File: src/rtl/spi_master_param.sv
// spi_master_param: parametrised full-duplex SPI master with run-time CPOL/CPHA.
// Frame width, sclk divider, cs setup/hold and bit order are parameters.
// Optional burst mode (cs held low across frames, i_tx_last port, WAIT state)
// is enabled by defining SPI_MASTER_BURST_EN.
module spi_master_param #(
    parameter int FRAME_WIDTH = 16,
    parameter int CLK_DIV     = 3,
    parameter int CS_SETUP    = 1,
    parameter int CS_HOLD     = 1,
    parameter int MSB_FIRST   = 1
) (
    input  logic                   sysclk,
    input  logic                   rst_n,
    input  logic                   i_tx_valid,
    output logic                   o_tx_ready,
    input  logic [FRAME_WIDTH-1:0] i_tx_data,
    input  logic [1:0]             i_mode,
`ifdef SPI_MASTER_BURST_EN
    input  logic                   i_tx_last,
`endif
    output logic                   o_rx_valid,
    output logic [FRAME_WIDTH-1:0] o_rx_data,
    output logic                   o_busy,
    input  logic                   miso,
    output logic                   cs,
    output logic                   sclk,
    output logic                   mosi
);

    localparam int CW    = $clog2(CLK_DIV + 1);
    localparam int EDGES = 2 * FRAME_WIDTH;
    localparam int HW    = $clog2(EDGES + CS_SETUP + CS_HOLD + 1);

    typedef enum logic [2:0] {IDLE, SETUP, XFER, HOLD, WAIT} state_t;

    state_t                 state_q, state_d;
    logic [CW-1:0]          cnt_q, cnt_d;
    logic [HW-1:0]          hcnt_q, hcnt_d;
    logic [1:0]             mode_q, mode_d;
    logic [FRAME_WIDTH-1:0] tx_sh_q, tx_sh_d;
    logic [FRAME_WIDTH-1:0] rx_sh_q, rx_sh_d;
    logic [FRAME_WIDTH-1:0] rx_data_q, rx_data_d;
    logic                   rx_valid_q, rx_valid_d;
    logic                   cs_q, cs_d;
    logic                   sclk_q, sclk_d;
    logic                   mosi_q, mosi_d;
`ifdef SPI_MASTER_BURST_EN
    logic                   last_q, last_d;
    logic                   short_q, short_d;
`endif

    logic          tick, accept, lead, sample, final_edge, ld_cpha;
    logic [HW-1:0] setup_last;

    function automatic logic first_bit(input logic [FRAME_WIDTH-1:0] v);
        return (MSB_FIRST != 0) ? v[FRAME_WIDTH-1] : v[0];
    endfunction

    function automatic logic [FRAME_WIDTH-1:0] shift_out(input logic [FRAME_WIDTH-1:0] v);
        return (MSB_FIRST != 0) ? {v[FRAME_WIDTH-2:0], 1'b0} : {1'b0, v[FRAME_WIDTH-1:1]};
    endfunction

    function automatic logic [FRAME_WIDTH-1:0] shift_in(input logic [FRAME_WIDTH-1:0] v,
                                                         input logic b);
        return (MSB_FIRST != 0) ? {v[FRAME_WIDTH-2:0], b} : {b, v[FRAME_WIDTH-1:1]};
    endfunction

`ifdef SPI_MASTER_BURST_EN
    assign o_tx_ready = (state_q == IDLE) || (state_q == WAIT);
    // A frame accepted inside a burst waits a single tick before shifting.
    assign setup_last = short_q ? '0 : HW'(CS_SETUP - 1);
`else
    assign o_tx_ready = (state_q == IDLE);
    assign setup_last = HW'(CS_SETUP - 1);
`endif

    assign accept     = i_tx_valid & o_tx_ready;
    assign tick       = (cnt_q == CW'(CLK_DIV - 1));
    // hcnt counts completed sclk edges in XFER; even count means the next edge leads.
    assign lead       = ~hcnt_q[0];
    assign sample     = lead ^ mode_q[0];
    assign final_edge = (hcnt_q == HW'(EDGES - 1));
    // Inside a burst the mode is frozen, so the phase for loading comes from the latch.
    assign ld_cpha    = (state_q == IDLE) ? i_mode[0] : mode_q[0];

    assign o_busy     = (state_q != IDLE);
    assign o_rx_valid = rx_valid_q;
    assign o_rx_data  = rx_data_q;
    assign cs         = cs_q;
    assign sclk       = sclk_q;
    assign mosi       = mosi_q;

    // Next-state, divider and shift-register logic.
    always_comb begin
        state_d    = state_q;
        cnt_d      = '0;
        hcnt_d     = hcnt_q;
        mode_d     = mode_q;
        tx_sh_d    = tx_sh_q;
        rx_sh_d    = rx_sh_q;
        rx_data_d  = rx_data_q;
        rx_valid_d = 1'b0;
        cs_d       = cs_q;
        sclk_d     = sclk_q;
        mosi_d     = mosi_q;
`ifdef SPI_MASTER_BURST_EN
        last_d     = last_q;
        short_d    = short_q;
`endif
        // State changes only happen on a tick, so the wrap restarts the count on entry.
        if (state_q inside {SETUP, XFER, HOLD})
            cnt_d = tick ? '0 : cnt_q + CW'(1);

        case (state_q)
            IDLE: begin
                hcnt_d = '0;
                if (accept) begin
                    mode_d  = i_mode;
                    sclk_d  = i_mode[1];
                    cs_d    = 1'b0;
                    state_d = SETUP;
`ifdef SPI_MASTER_BURST_EN
                    last_d  = i_tx_last;
                    short_d = 1'b0;
`endif
                end
            end
            SETUP: begin
                if (tick) begin
                    if (hcnt_q == setup_last) begin
                        hcnt_d  = '0;
                        state_d = XFER;
                    end else begin
                        hcnt_d = hcnt_q + HW'(1);
                    end
                end
            end
            XFER: begin
                if (tick) begin
                    sclk_d = ~sclk_q;
                    hcnt_d = hcnt_q + HW'(1);
                    if (sample) begin
                        rx_sh_d = shift_in(rx_sh_q, miso);
                    end else if (!final_edge) begin
                        mosi_d  = first_bit(tx_sh_q);
                        tx_sh_d = shift_out(tx_sh_q);
                    end
                    if (final_edge) begin
                        hcnt_d  = '0;
                        sclk_d  = mode_q[1];
                        state_d = HOLD;
`ifdef SPI_MASTER_BURST_EN
                        if (!last_q) begin
                            state_d    = WAIT;
                            rx_data_d  = rx_sh_d;
                            rx_valid_d = 1'b1;
                        end
`endif
                    end
                end
            end
            HOLD: begin
                if (tick) begin
                    if (hcnt_q == HW'(CS_HOLD - 1)) begin
                        hcnt_d     = '0;
                        state_d    = IDLE;
                        cs_d       = 1'b1;
                        rx_data_d  = rx_sh_q;
                        rx_valid_d = 1'b1;
                    end else begin
                        hcnt_d = hcnt_q + HW'(1);
                    end
                end
            end
`ifdef SPI_MASTER_BURST_EN
            WAIT: begin
                hcnt_d = '0;
                if (accept) begin
                    state_d = SETUP;
                    last_d  = i_tx_last;
                    short_d = 1'b1;
                end
            end
`endif
            default: state_d = IDLE;
        endcase

        // Load the frame; with CPHA=0 the first bit must already sit on mosi.
        if (accept) begin
            rx_sh_d = '0;
            if (!ld_cpha) begin
                mosi_d  = first_bit(i_tx_data);
                tx_sh_d = shift_out(i_tx_data);
            end else begin
                tx_sh_d = i_tx_data;
            end
        end
    end

    // State and datapath registers; reset aborts any frame and raises cs at once.
    always_ff @(posedge sysclk or negedge rst_n) begin
        if (!rst_n) begin
            state_q    <= IDLE;
            cnt_q      <= '0;
            hcnt_q     <= '0;
            mode_q     <= 2'b00;
            tx_sh_q    <= '0;
            rx_sh_q    <= '0;
            rx_data_q  <= '0;
            rx_valid_q <= 1'b0;
            cs_q       <= 1'b1;
            sclk_q     <= 1'b0;
            mosi_q     <= 1'b0;
`ifdef SPI_MASTER_BURST_EN
            last_q     <= 1'b1;
            short_q    <= 1'b0;
`endif
        end else begin
            state_q    <= state_d;
            cnt_q      <= cnt_d;
            hcnt_q     <= hcnt_d;
            mode_q     <= mode_d;
            tx_sh_q    <= tx_sh_d;
            rx_sh_q    <= rx_sh_d;
            rx_data_q  <= rx_data_d;
            rx_valid_q <= rx_valid_d;
            cs_q       <= cs_d;
            sclk_q     <= sclk_d;
            mosi_q     <= mosi_d;
`ifdef SPI_MASTER_BURST_EN
            last_q     <= last_d;
            short_q    <= short_d;
`endif
        end
    end

endmodule

File: config.mk
export PLATFORM = sky130hd
export DESIGN_NAME = spi_master_param
export DESIGN_NICKNAME = d
export VERILOG_FILES = /design/src/rtl/spi_master_param.sv
export SDC_FILE = /design/constraint.sdc
export NUM_CORES = 1
export LEC_CHECK = 0
export BUFFER_PORTS_ARGS = -buffer_cell sky130_fd_sc_hd__buf_2
export CORE_UTILIZATION = 35
export CTS_BUF_LIST = sky130_fd_sc_hd__clkbuf_4
export CTS_CLUSTER_DIAMETER = 80
export DETAILED_ROUTE_END_ITERATION = 10
export GPL_TIMING_DRIVEN = 1
export HOLD_SLACK_MARGIN = 0.05
export SLEW_MARGIN = 30
export SYNTH_ARGS = -nofsm -noshare
export SYNTH_HDL_FRONTEND = slang
export SYNTH_SLANG_ARGS = --single-unit
File: constraint.sdc
create_clock -name sysclk -period 3.9 [get_ports sysclk]
set_input_delay 0.585 -clock sysclk [delete_from_list [all_inputs] [get_ports sysclk]]
set_output_delay 0.585 -clock sysclk [all_outputs]
set_load 0.01 [all_outputs]
==> run summary, run 1 <==
Status: completed
Vert. Die Dim: 97.1 um
CP Max Fanout: 16
Tmin final: 2.37 ns
Biggest area consumer among synthesized cells: dfrtp_1
Syn Inst Count: 275
Clock Tree Root: clkbuf_4
Hold Violations, Final: 0
# setup viols final: 0
Layout area overhead: 13.4%
Final slew viol count: 0
Layout cells sized above 1: 0.311
Largest net degree at the start of global routing: 36
Max-cap violation count: 0
Die W: 97.1 um
First drt pass iteration count: 5
Synthesized area per cell: 11.5 um2
Fmax: 422 MHz
Num CTS Buffers: 9
Top FF cell, synth: dfrtp_1
Post-synth EDFFs: 0
Util after Layout: 0.411
Xor and xnor area share after synthesis: 0.00277
Syn_nets: 305
DRT iter0 DRCs: 74
Pre-CTS setup slack: 1.52 ns
Antenna violations before repair: 0
Vias: 2108
HPWL after DPL: 4.10 mm
Yosys cell types: 42
Worst Skew: 0.00698 ns
Clock transition at path regs: 0.11 ns
CTS tree: done
I/O pins: 44
Row count: 34
Vias in the first global route: 2092
CORE AREA: 0.00872 mm2
Setup tns final: 0 ns
I/O Buffers: 43
# Post-CTS Setup Buffers: 0
Worst slew pin tran: 0.853 ns
Most common cell in the netlist: dfrtp_1
Clock buffer depth: 2
Post-Syn Area: 0.00316 mm2
Area share of and/or/nand/nor cells after synthesis: 0.108
Final Cycle Share: 0.607
Hold Buf Count CTS: 0
CP Launch Type: flip-flop
Yosys top cell area share: 0.498
Adder-cell share of the synthesized area: 0.0316
Routed wire length: 6.16 mm
Worst EP required: 4.19 ns
Post-CTS sizing: 0
Max H-tree Level: 3
Antenna cells: 0
Yosys Warn Count: 0
Placed insts: 414
First-pass GRT wire length: 10.4 mm
Final instance area: 0.00359 mm2
Unrepaired setup endpoints after global routing: false
Critical path endpoint category: flip-flop
Asr flop ratio synth: 1.00
Post-DRT Antenna Nets: 0
Power per cell area: 323 mW/mm2
Starting density of the core: 0.363
Critical path arrival: 2.66 ns
Clock latency on the worst-skew pair: 0.40 ns
Finished Layout Cells: 430
Crit path kind: flip-flop to flip-flop
Post-synthesis mux area share: 0.236
Die Area: 0.00943 mm2
Post-DP Area: 0.00345 mm2
Fin worst setup slack: 1.53 ns
GRT overflow: 0
Largest family of logic cells by synthesized area: multiplexers
DRC viols: 0
GP Congestion: 0.785
Pleak: 1.78 nW
Register area share after synthesis: 0.507
#FFs+latches synth: 64
Fin nets: 347
Peak VDD IR: 0.141 mV
WL per Instance: 14.3 um
Complex-gate fraction of the synthesized area: 0.0803
Synth top area cells: dfrtp_1, mux2_2, mux2i_1, ha_1, nand2_1
CTS Sinks: 64
Commonest cells in the netlist: dfrtp_1, mux2_2, mux2i_1, nand2_1, nor2_1
Vias per Instance: 4.90
Slew margin rel.: 0.431
Overall Global Routing Usage: 0.141
Worst hold path class: input pin to asynchronous set/reset pin
final cells by class:
type	count	area, um2
repair buffers	45	230
flip-flops and latches	64	1600
inverters	8	30.0
well taps	108	135
clock inverters	6	60.1
clock buffers	10	75.1
fillers	837	5130
multi-input cells	189	1460
worst paths after layout:
path | from | to | slack (ns) | depth (start not counted)
min in group sysclk | i_mode[1] | mode_q[1]$_DFFE_PN0P_ | 0.39 | 3
worst max register to register | state_q[0]$_DFFE_PN0P_ | tx_sh_q[5]$_DFFE_PN0P_ | 1.53 | 6
worst min register to register | cnt_q[0]$_DFF_PN0_ | cnt_q[0]$_DFF_PN0_ | 0.49 | 1
worst max-delay path | state_q[0]$_DFFE_PN0P_ | tx_sh_q[5]$_DFFE_PN0P_ | 1.53 | 6
worst min-delay path | rst_n | hcnt_q[5]$_DFFE_PN0P_ | 0.22 | 1
max in group asynchronous | rst_n | rx_sh_q[14]$_DFFE_PN0P_ | 2.76 | 2
kinds of logic after synthesis:
logic type | Yosys count
xor gates and xnor gates | 1
AOI/OAI and AO/OA | 38
and+or+nand+nor | 73
DFF | 64
adders and majority gates | 8
buffers and inverters | 22
muxes | 69
registers in the layout, indices dropped and copies added, names as in the netlist, 2 cells and up:
name	count
o_rx_data	16
rx_sh_q	16
tx_sh_q	16
hcnt_q	6
cnt_q	2
mode_q	2
state_q	2
metrics by stage:
step / hold slack [ns] / power [W]
6_report: 0.216 / 0.00116
5_1_grt: 0.251 / 0.00122
3_3_place_gp: 0.463 / 0.000722
4_1_cts: 0.218 / 0.00119
3_5_place_dp: 0.475 / 0.000722
2_1_floorplan: 0.289 / 0.000691
layout by cell type, fill, tap and decap left out, types with 2 or more instances in the layout:
| cell type | synthesis | layout |
|---|---|---|
| dfrtp_1 | 63 | 63 |
| buf_2 | 1 | 43 |
| mux2_2 | 33 | 33 |
| mux2i_1 | 33 | 33 |
| nand2_1 | 25 | 25 |
| nor2_1 | 22 | 22 |
| o21ai_0 | 18 | 18 |
| clkbuf_4 | 0 | 10 |
| inv_1 | 8 | 8 |
| ha_1 | 8 | 8 |
| nand2b_1 | 5 | 5 |
| nor2b_1 | 4 | 4 |
| a2111oi_0 | 4 | 4 |
| nand3_1 | 3 | 3 |
| and2_1 | 3 | 3 |
| a21oi_1 | 3 | 3 |
| a221o_1 | 3 | 3 |
| a21o_1 | 3 | 3 |
| clkinv_2 | 0 | 3 |
| nor3_1 | 2 | 2 |
| mux2_1 | 2 | 2 |
| clkinvlp_4 | 0 | 2 |
| buf_4 | 3 | 2 |
routing by layer:
metal	GRT usage	up-vias	part of all wire
met5	0	-	0
met4	0.0448	0	0.0088
met3	0.0532	4	0.045
met2	0.206	36	0.44
met1	0.193	1022	0.50
li1	-	1046	-
power breakdown:
group          internal [W]  switching (W)
clock              0.000199       0.000250
combinational     0.0000137      0.0000231
sequential         0.000668     0.00000353
total              0.000880       0.000277
critical path, stage by stage, from the launching register on:
cell and delay (ns):
dfrtp_1 0.43, inv_1 0.14, ha_1 0.35, mux2i_4 0.71, mux2i_1 0.25, o21ai_0 0.09, mux2_1 0.29
Note: power is estimated with default switching activity, not from simulation.
==> inputs of run 2 (changes only) <==
==> constraint.sdc (replaced) <==
create_clock -name sysclk -period 1.9 [get_ports sysclk]
set_input_delay 0.285 -clock sysclk [delete_from_list [all_inputs] [get_ports sysclk]]
set_output_delay 0.285 -clock sysclk [all_outputs]
set_load 0.01 [all_outputs]
==> run summary, run 2 (synthesis results as in run 1) <==
Status: completed (unchanged)
Commonest non-fill, non-tap cell in the layout: dfrtp_1 (unchanged)
Switch Pwr: 0.000553 W (was 0.000277 W)
Power per cell area: 662 mW/mm2 (was 323 mW/mm2)
Row count: 34 (unchanged)
Overall Global Routing Usage: 0.143 (was 0.141)
CP bufs+invs: 2 (was 1)
Num CTS Buffers: 9 (unchanged)
CP Max Fanout: 8 (was 16)
CORE AREA: 0.00872 mm2 (unchanged)
Total power: 0.00261 W (was 0.00116 W)
Clock buffer depth: 2 (unchanged)
Max H-tree Level: 3 (unchanged)
Max stage delay on crit path: 0.46 ns (was 0.71 ns)
WL per Instance: 14.4 um (was 14.3 um)
Peak VDD IR: 0.413 mV (was 0.141 mV)
Antenna cells: 0 (unchanged)
Vias in the first global route: 2221 (was 2092)
I/O Buffers: 43 (unchanged)
Max-cap violation count: 0 (unchanged)
CP Launch Type: flip-flop (unchanged)
GP Congestion: 0.793 (was 0.785)
Layout cells sized above 1: 0.381 (was 0.311)
Largest net degree at the start of global routing: 65 (was 36)
Hold Violations, Final: 0 (unchanged)
Final Cycle Share: 0.998 (was 0.607)
Reg2Reg Setup Slack: 0.004 ns (was 1.53 ns)
P_int: 0.00206 W (was 0.000880 W)
Pleak: 1.93 nW (was 1.78 nW)
Worst hold path class: input pin to flip-flop (was input pin to asynchronous set/reset pin)
Antenna violations before repair: 0 (unchanged)
Layout area overhead: 24.8% (was 13.4%)
Routed wire length: 6.45 mm (was 6.16 mm)
DRT iter0 DRCs: 84 (was 74)
CTS Sinks: 64 (unchanged)
HPWL after DPL: 4.20 mm (was 4.10 mm)
Die Area: 0.00943 mm2 (unchanged)
Worst slew pin tran: 0.411 ns (was 0.853 ns)
Starting density of the core: 0.363 (unchanged)
Final instance area: 0.00395 mm2 (was 0.00359 mm2)
Critical path endpoint category: flip-flop (unchanged)
Vias per Instance: 5.00 (was 4.90)
Most frequent cells in the layout: dfrtp_1, buf_2, mux2i_1, mux2_2, nand2_1 (was dfrtp_1, buf_2, mux2_2, mux2i_1, nand2_1)
First-pass GRT wire length: 10.7 mm (was 10.4 mm)
CTS tree: done (unchanged)
GRT overflow: 0 (unchanged)
Worst Skew: 0.0168 ns (was 0.00698 ns)
Crit path kind: flip-flop to flip-flop (unchanged)
DRC viols: 0 (unchanged)
Combinational Power Share: 0.033 (was 0.032)
Reg power frac: 0.527 (was 0.580)
Fmax: 528 MHz (was 422 MHz)
Vert. Die Dim: 97.1 um (unchanged)
Clk pwr share: 0.440 (was 0.388)
Clock transition at path regs: 0.10 ns (was 0.11 ns)
Worst EP required: 2.19 ns (was 4.19 ns)
First drt pass iteration count: 4 (was 5)
Tmin final: 1.90 ns (was 2.37 ns)
Clock latency on the worst-skew pair: 0.41 ns (was 0.40 ns)
Unrepaired setup endpoints after global routing: true (was false)
CP delay by family, top: multiplexers (unchanged)
Post-DP Area: 0.00359 mm2 (was 0.00345 mm2)
Post-DRT Antenna Nets: 0 (unchanged)
I/O pins: 44 (unchanged)
Fin nets: 366 (was 347)
Clock Tree Root: clkbuf_4 (unchanged)
Ordered list of cells on the worst path: inv_4 -> ha_4 -> mux2i_4 -> buf_12 -> mux2i_2 -> o21ai_1 -> mux2_2 (was inv_1 -> ha_1 -> mux2i_4 -> mux2i_1 -> o21ai_0 -> mux2_1)
Die W: 97.1 um (unchanged)
Critical path arrival: 2.19 ns (was 2.66 ns)
Slowest cell on crit path: dfrtp_2 (was mux2i_4)
Vias: 2247 (was 2108)
# setup viols final: 0 (unchanged)
Slew margin rel.: 0.725 (was 0.431)
Sw frac: 0.212 (was 0.239)
Final slew viol count: 0 (unchanged)
run 2: changes by cell type in the layout (fill, tap and decap cells not counted), sizes merged:
cell	change
bufinv	+2
dlygate4sd3	+1
clkinv	+1
buf	+17
clkinvlp	-2
run 2: layer usage:
layer  GRT usage  up-vias  wire length (um)
li1            -     1093                 -
met1       0.187     1109              3050
met2       0.225       36              3050
met3      0.0468        9               260
met4      0.0482        0                91
met5           0        -                 0
run 2: layout make-up:
cell class,count,area [um2]
clock buffer,9,67.6
clock inverter,7,110
fill,820,4770
inverter,8,32.5
multi-input combinational,189,1560
sequential,64,1610
tap,108,135
timing repair buffer,64,443
run 2: worst paths after layout:
| kind | startpoint | end | cells after the start |
|---|---|---|---|
| setup / recovery | state_q[1]$_DFFE_PN0P_ | tx_sh_q[1]$_DFFE_PN0P_ | 7 |
| hold / removal | i_mode[1] | mode_q[1]$_DFFE_PN0P_ | 3 |
| setup reg to reg | state_q[1]$_DFFE_PN0P_ | tx_sh_q[1]$_DFFE_PN0P_ | 7 |
| hold reg to reg | cnt_q[0]$_DFF_PN0_ | cnt_q[0]$_DFF_PN0_ | 1 |
| max in group asynchronous | rst_n | cs$_DFFE_PN1P_ | 3 |
| min in group asynchronous | rst_n | hcnt_q[1]$_DFFE_PN0P_ | 3 |
run 2: power by group through the flow:
stage | Clock (W) | Combinational (W) | Sequential [W]
floorplan | 0 | 0.0000172 | 0.00140
global placement | 0 | 0.0000810 | 0.00140
detailed placement | 0 | 0.0000823 | 0.00140
CTS | 0.00119 | 0.0000839 | 0.00138
global route | 0.00125 | 0.0000970 | 0.00138
finish | 0.00115 | 0.0000851 | 0.00138
run 2: per-stage QoR:
stage | cells | utilization | hold WS (ns) | setup TNS, ns | worst slack [ns]
floorplan | 275 | - | -0.0106 | -0.438 | -0.0489
global placement | 425 | 0.412 | 0.329 | 0 | 0.0666
detailed placement | 425 | 0.412 | 0.331 | 0 | 0.00983
CTS | 442 | 0.434 | 0.0842 | 0 | 0.0109
global route | 449 | 0.453 | 0.0712 | -0.527 | -0.0621
finish | 449 | 0.453 | 0.104 | 0 | 0.00433
run 2: tightest hold or removal path, stage by stage:
cell and delay [ns]:
buf_2 0.09, nand2_1 0.04, nand2_1 0.05
run 2: what timing repair did:
item | in CTS | in global routing
gates resized for setup | 1 | 40
pin swaps | 0 | 4
setup endpoints to repair | 6 | 38
cloned | 0 | 1
setup buffers | 0 | 6
endpoints found under the hold margin | 63 | 0
hold buffers | 1 | 0
==> inputs of run 3 (changes only) <==
--- a/config.mk
+++ b/config.mk
@@ -5,13 +5,15 @@
 export SDC_FILE = /design/constraint.sdc
 export NUM_CORES = 1
 export LEC_CHECK = 0
-export BUFFER_PORTS_ARGS = -buffer_cell sky130_fd_sc_hd__buf_2
+export ABC_AREA = 1
 export CORE_UTILIZATION = 35
 export CTS_BUF_LIST = sky130_fd_sc_hd__clkbuf_4
 export CTS_CLUSTER_DIAMETER = 80
 export DETAILED_ROUTE_END_ITERATION = 10
+export DONT_BUFFER_PORTS = 1
 export GPL_TIMING_DRIVEN = 1
 export HOLD_SLACK_MARGIN = 0.05
+export PLACE_DENSITY_LB_ADDON = 0.12
 export SLEW_MARGIN = 30
 export SYNTH_ARGS = -nofsm -noshare
 export SYNTH_HDL_FRONTEND = slang
==> run summary, run 3 <==
Status: completed (unchanged)
Vias: 2822 (was 2247)
# setup viols final: 0 (unchanged)
Clock buffer depth: 2 (unchanged)
Vias in the first global route: 2659 (was 2221)
Commonest cells in the netlist: nand2_1, dfrtp_1, nand3_1, inv_1, o21ai_0 (was dfrtp_1, mux2_2, mux2i_1, nand2_1, nor2_1)
CTS tree: done (unchanged)
Tmin final: 1.77 ns (was 1.90 ns)
Reg2reg start: state_q[0]$_DFFE_PN0P_ (was state_q[1]$_DFFE_PN0P_)
Worst hold path class: input pin to flip-flop (unchanged)
I/O Buffers: 0 (was 43)
GR met2 Demand/Resource: 0.248 (was 0.225)
Util after Layout: 0.417 (was 0.453)
Clock Tree Root: clkbuf_4 (unchanged)
Worst EP required: 1.62 ns (was 2.19 ns)
Largest net degree at the start of global routing: 65 (unchanged)
Cells on worst reg2reg path: 7 (unchanged)
Crit path kind: flip-flop to output pin (was flip-flop to flip-flop)
Met1 usage in global routing: 0.227 (was 0.187)
Sw frac: 0.418 (was 0.212)
Ordered list of cells on the worst path: inv_1 -> ha_4 -> inv_2 -> buf_4 (was inv_4 -> ha_4 -> mux2i_4 -> buf_12 -> mux2i_2 -> o21ai_1 -> mux2_2)
Starting density of the core: 0.368 (was 0.363)
HPWL after DPL: 5.22 mm (was 4.20 mm)
Vias per Instance: 4.70 (was 5.00)
Synthesized area per cell: 7.62 um2 (was 11.5 um2)
Hold Violations, Final: 0 (unchanged)
Setup tns final: 0 ns (unchanged)
Yosys Warn Count: 0 (unchanged)
GRT overflow: 0 (unchanged)
Min-delay src: i_tx_valid (was i_mode[1])
Max-cap violation count: 0 (unchanged)
CORE AREA: 0.00937 mm2 (was 0.00872 mm2)
CTS Sinks: 64 (unchanged)
Fin nets: 496 (was 366)
Worst Skew: 0.0236 ns (was 0.0168 ns)
Final slew viol count: 0 (unchanged)
Most used routing layer in global routing: met2 (unchanged)
Clock transition at path regs: 0.12 ns (was 0.10 ns)
CP Max Fanout: 6 (was 8)
#FFs+latches synth: 64 (unchanged)
Overall Global Routing Usage: 0.164 (was 0.143)
Post-synth EDFFs: 0 (unchanged)
Die Area: 0.0102 mm2 (was 0.00943 mm2)
Antenna cells: 0 (unchanged)
Num CTS Buffers: 9 (unchanged)
Yosys cell types: 29 (was 42)
Reg power frac: 0.360 (was 0.527)
Combinational Power Share: 0.401 (was 0.033)
Commonest non-fill, non-tap cell in the layout: nand2_1 (was dfrtp_1)
Asr flop ratio synth: 1.00 (unchanged)
Hold path depth: 3 (unchanged)
Critical path arrival: 1.48 ns (was 2.19 ns)
Top FF cell, synth: dfrtp_1 (unchanged)
Post-Syn Area: 0.00344 mm2 (was 0.00316 mm2)
Clock latency on the worst-skew pair: 0.43 ns (was 0.41 ns)
Max H-tree Level: 3 (unchanged)
Met3 Use GR: 0.0393 (was 0.0468)
Layout area overhead: 13.3% (was 24.8%)
CP Launch Type: flip-flop (unchanged)
Critical path endpoint category: output pin (was flip-flop)
DRC viols: 0 (unchanged)
WL per Instance: 12.8 um (was 14.4 um)
First drt pass iteration count: 4 (unchanged)
Reg2Reg Setup Slack: 0.16 ns (was 0.004 ns)
Post-DRT Antenna Nets: 0 (unchanged)
DRT iter0 DRCs: 145 (was 84)
Hold EP: mode_q[0]$_DFFE_PN0P_ (was mode_q[1]$_DFFE_PN0P_)
Max stage delay on crit path: 0.45 ns (was 0.46 ns)
Most frequent cells in the layout: nand2_1, nand3_1, dfrtp_1, inv_1, o21ai_0 (was dfrtp_1, buf_2, mux2i_1, mux2_2, nand2_1)
Switch Pwr: 0.00219 W (was 0.000553 W)
First-pass GRT wire length: 13.0 mm (was 10.7 mm)
Slew margin rel.: 0.720 (was 0.725)
Routed wire length: 7.68 mm (was 6.45 mm)
CP Launch Point: state_q[0]$_DFFE_PN0P_ (was state_q[1]$_DFFE_PN0P_)
Layout cells sized above 1: 0.113 (was 0.381)
Row count: 35 (was 34)
Syn_nets: 482 (was 305)
Syn Inst Count: 452 (was 275)
Antenna violations before repair: 0 (unchanged)
Biggest area consumer among synthesized cells: dfrtp_1 (unchanged)
Worst slew pin tran: 0.418 ns (was 0.411 ns)
Clk pwr share: 0.239 (was 0.440)
Final Cycle Share: 0.930 (was 0.998)
GP Congestion: 0.778 (was 0.793)
Unrepaired setup endpoints after global routing: false (was true)
Vert. Die Dim: 101 um (was 97.1 um)
Pleak: 2.13 nW (was 1.93 nW)
Register area share after synthesis: 0.465 (was 0.507)
Die W: 101 um (was 97.1 um)
Slowest cell on crit path: dfrtp_1 (was dfrtp_2)
I/O pins: 44 (unchanged)
Synth top area cells: dfrtp_1, nand2_1, nand3_1, inv_1, o21ai_0 (was dfrtp_1, mux2_2, mux2i_1, ha_1, nand2_1)
Peak VDD IR: 0.492 mV (was 0.413 mV)
Most common cell in the netlist: nand2_1 (was dfrtp_1)
P_int: 0.00306 W (was 0.00206 W)
Fmax: 566 MHz (was 528 MHz)
Yosys top cell area share: 0.458 (was 0.498)
# Post-CTS Setup Buffers: 0 (unchanged)
Power per cell area: 1350 mW/mm2 (was 662 mW/mm2)
R2r endpoint: rx_sh_q[4]$_DFFE_PN0P_ (was tx_sh_q[1]$_DFFE_PN0P_)
[run 3: critical path: cells and delay by family (launching register included)]
family	cells	cell delay, ns
flip-flops	1	0.45
buffers and inverters	3	0.39
adder cells (fa/ha/maj)	1	0.22
[run 3: power groups by stage]
stage               Combinational (W)  Clock (W)  Sequential [W]
detailed placement            0.00201          0         0.00191
finish                        0.00210    0.00126         0.00189
CTS                           0.00207    0.00130         0.00189
global placement              0.00200          0         0.00191
floorplan                     0.00159          0         0.00186
global route                  0.00241    0.00136         0.00193
[run 3: timing repair]
item,CTS,global route
endpoints found under the setup margin,1,18
gates resized for setup,1,4
endpoints found under the hold margin,68,0
hold buffers,7,0
[run 3: how the worst max path moves through the flow]
stage	endpoint	slack, ns	cells past startpoint
CTS	o_busy	0.08	4
global placement	tx_sh_q[10]$_DFFE_PN0P_	0.10	8
floorplan	tx_sh_q[10]$_DFFE_PN0P_	0.30	10
finish	o_busy	0.13	4
global route	rx_sh_q[6]$_DFFE_PN0P_	0.04	7
detailed placement	tx_sh_q[11]$_DFFE_PN0P_	0.05	8
[run 3: cell type report]
| cell class | count | area (um2) |
|---|---|---|
| Sequential cell | 64 | 1600 |
| Tap cell | 129 | 161 |
| Timing Repair Buffer | 18 | 183 |
| Clock buffer | 9 | 67.6 |
| Multi-Input combinational cell | 324 | 1580 |
| Clock inverter | 7 | 125 |
| Inverter | 49 | 184 |
| Fill cell | 1012 | 5470 |
[run 3: cells by family (layout without fill, tap and decap cells)]
| kind of cell | Yosys count | in the layout | share of synthesized area |
|---|---|---|---|
| and+or+nand+nor | 276 | 276 | 0.359 |
| DFF | 64 | 64 | 0.465 |
| buffers and inverters | 64 | 83 | 0.0832 |
| AOI/OAI and AO/OA | 40 | 40 | 0.0639 |
| adders and majority gates | 8 | 8 | 0.0291 |
[run 3: stage by stage]
| step | cell area, um2 | worst slack [ns] | hold WS, ns | instances | power (W) |
|---|---|---|---|---|---|
| detailed placement | 3600 | 0.0519 | -0.00706 | 577 | 0.00392 |
| CTS | 3880 | 0.0781 | 0.0783 | 600 | 0.00525 |
| global route | 3900 | 0.0426 | 0.0968 | 600 | 0.00569 |
| finish | 3900 | 0.133 | 0.0974 | 600 | 0.00525 |
| floorplan | 3440 | 0.301 | -0.0106 | 452 | 0.00345 |
| global placement | 3600 | 0.101 | -0.00730 | 577 | 0.00391 |
[run 3: layer usage]
metal	vias up	part of all wire
met2	62	0.43
met5	-	0
met3	12	0.043
met4	0	0.019
li1	1454	-
met1	1294	0.51
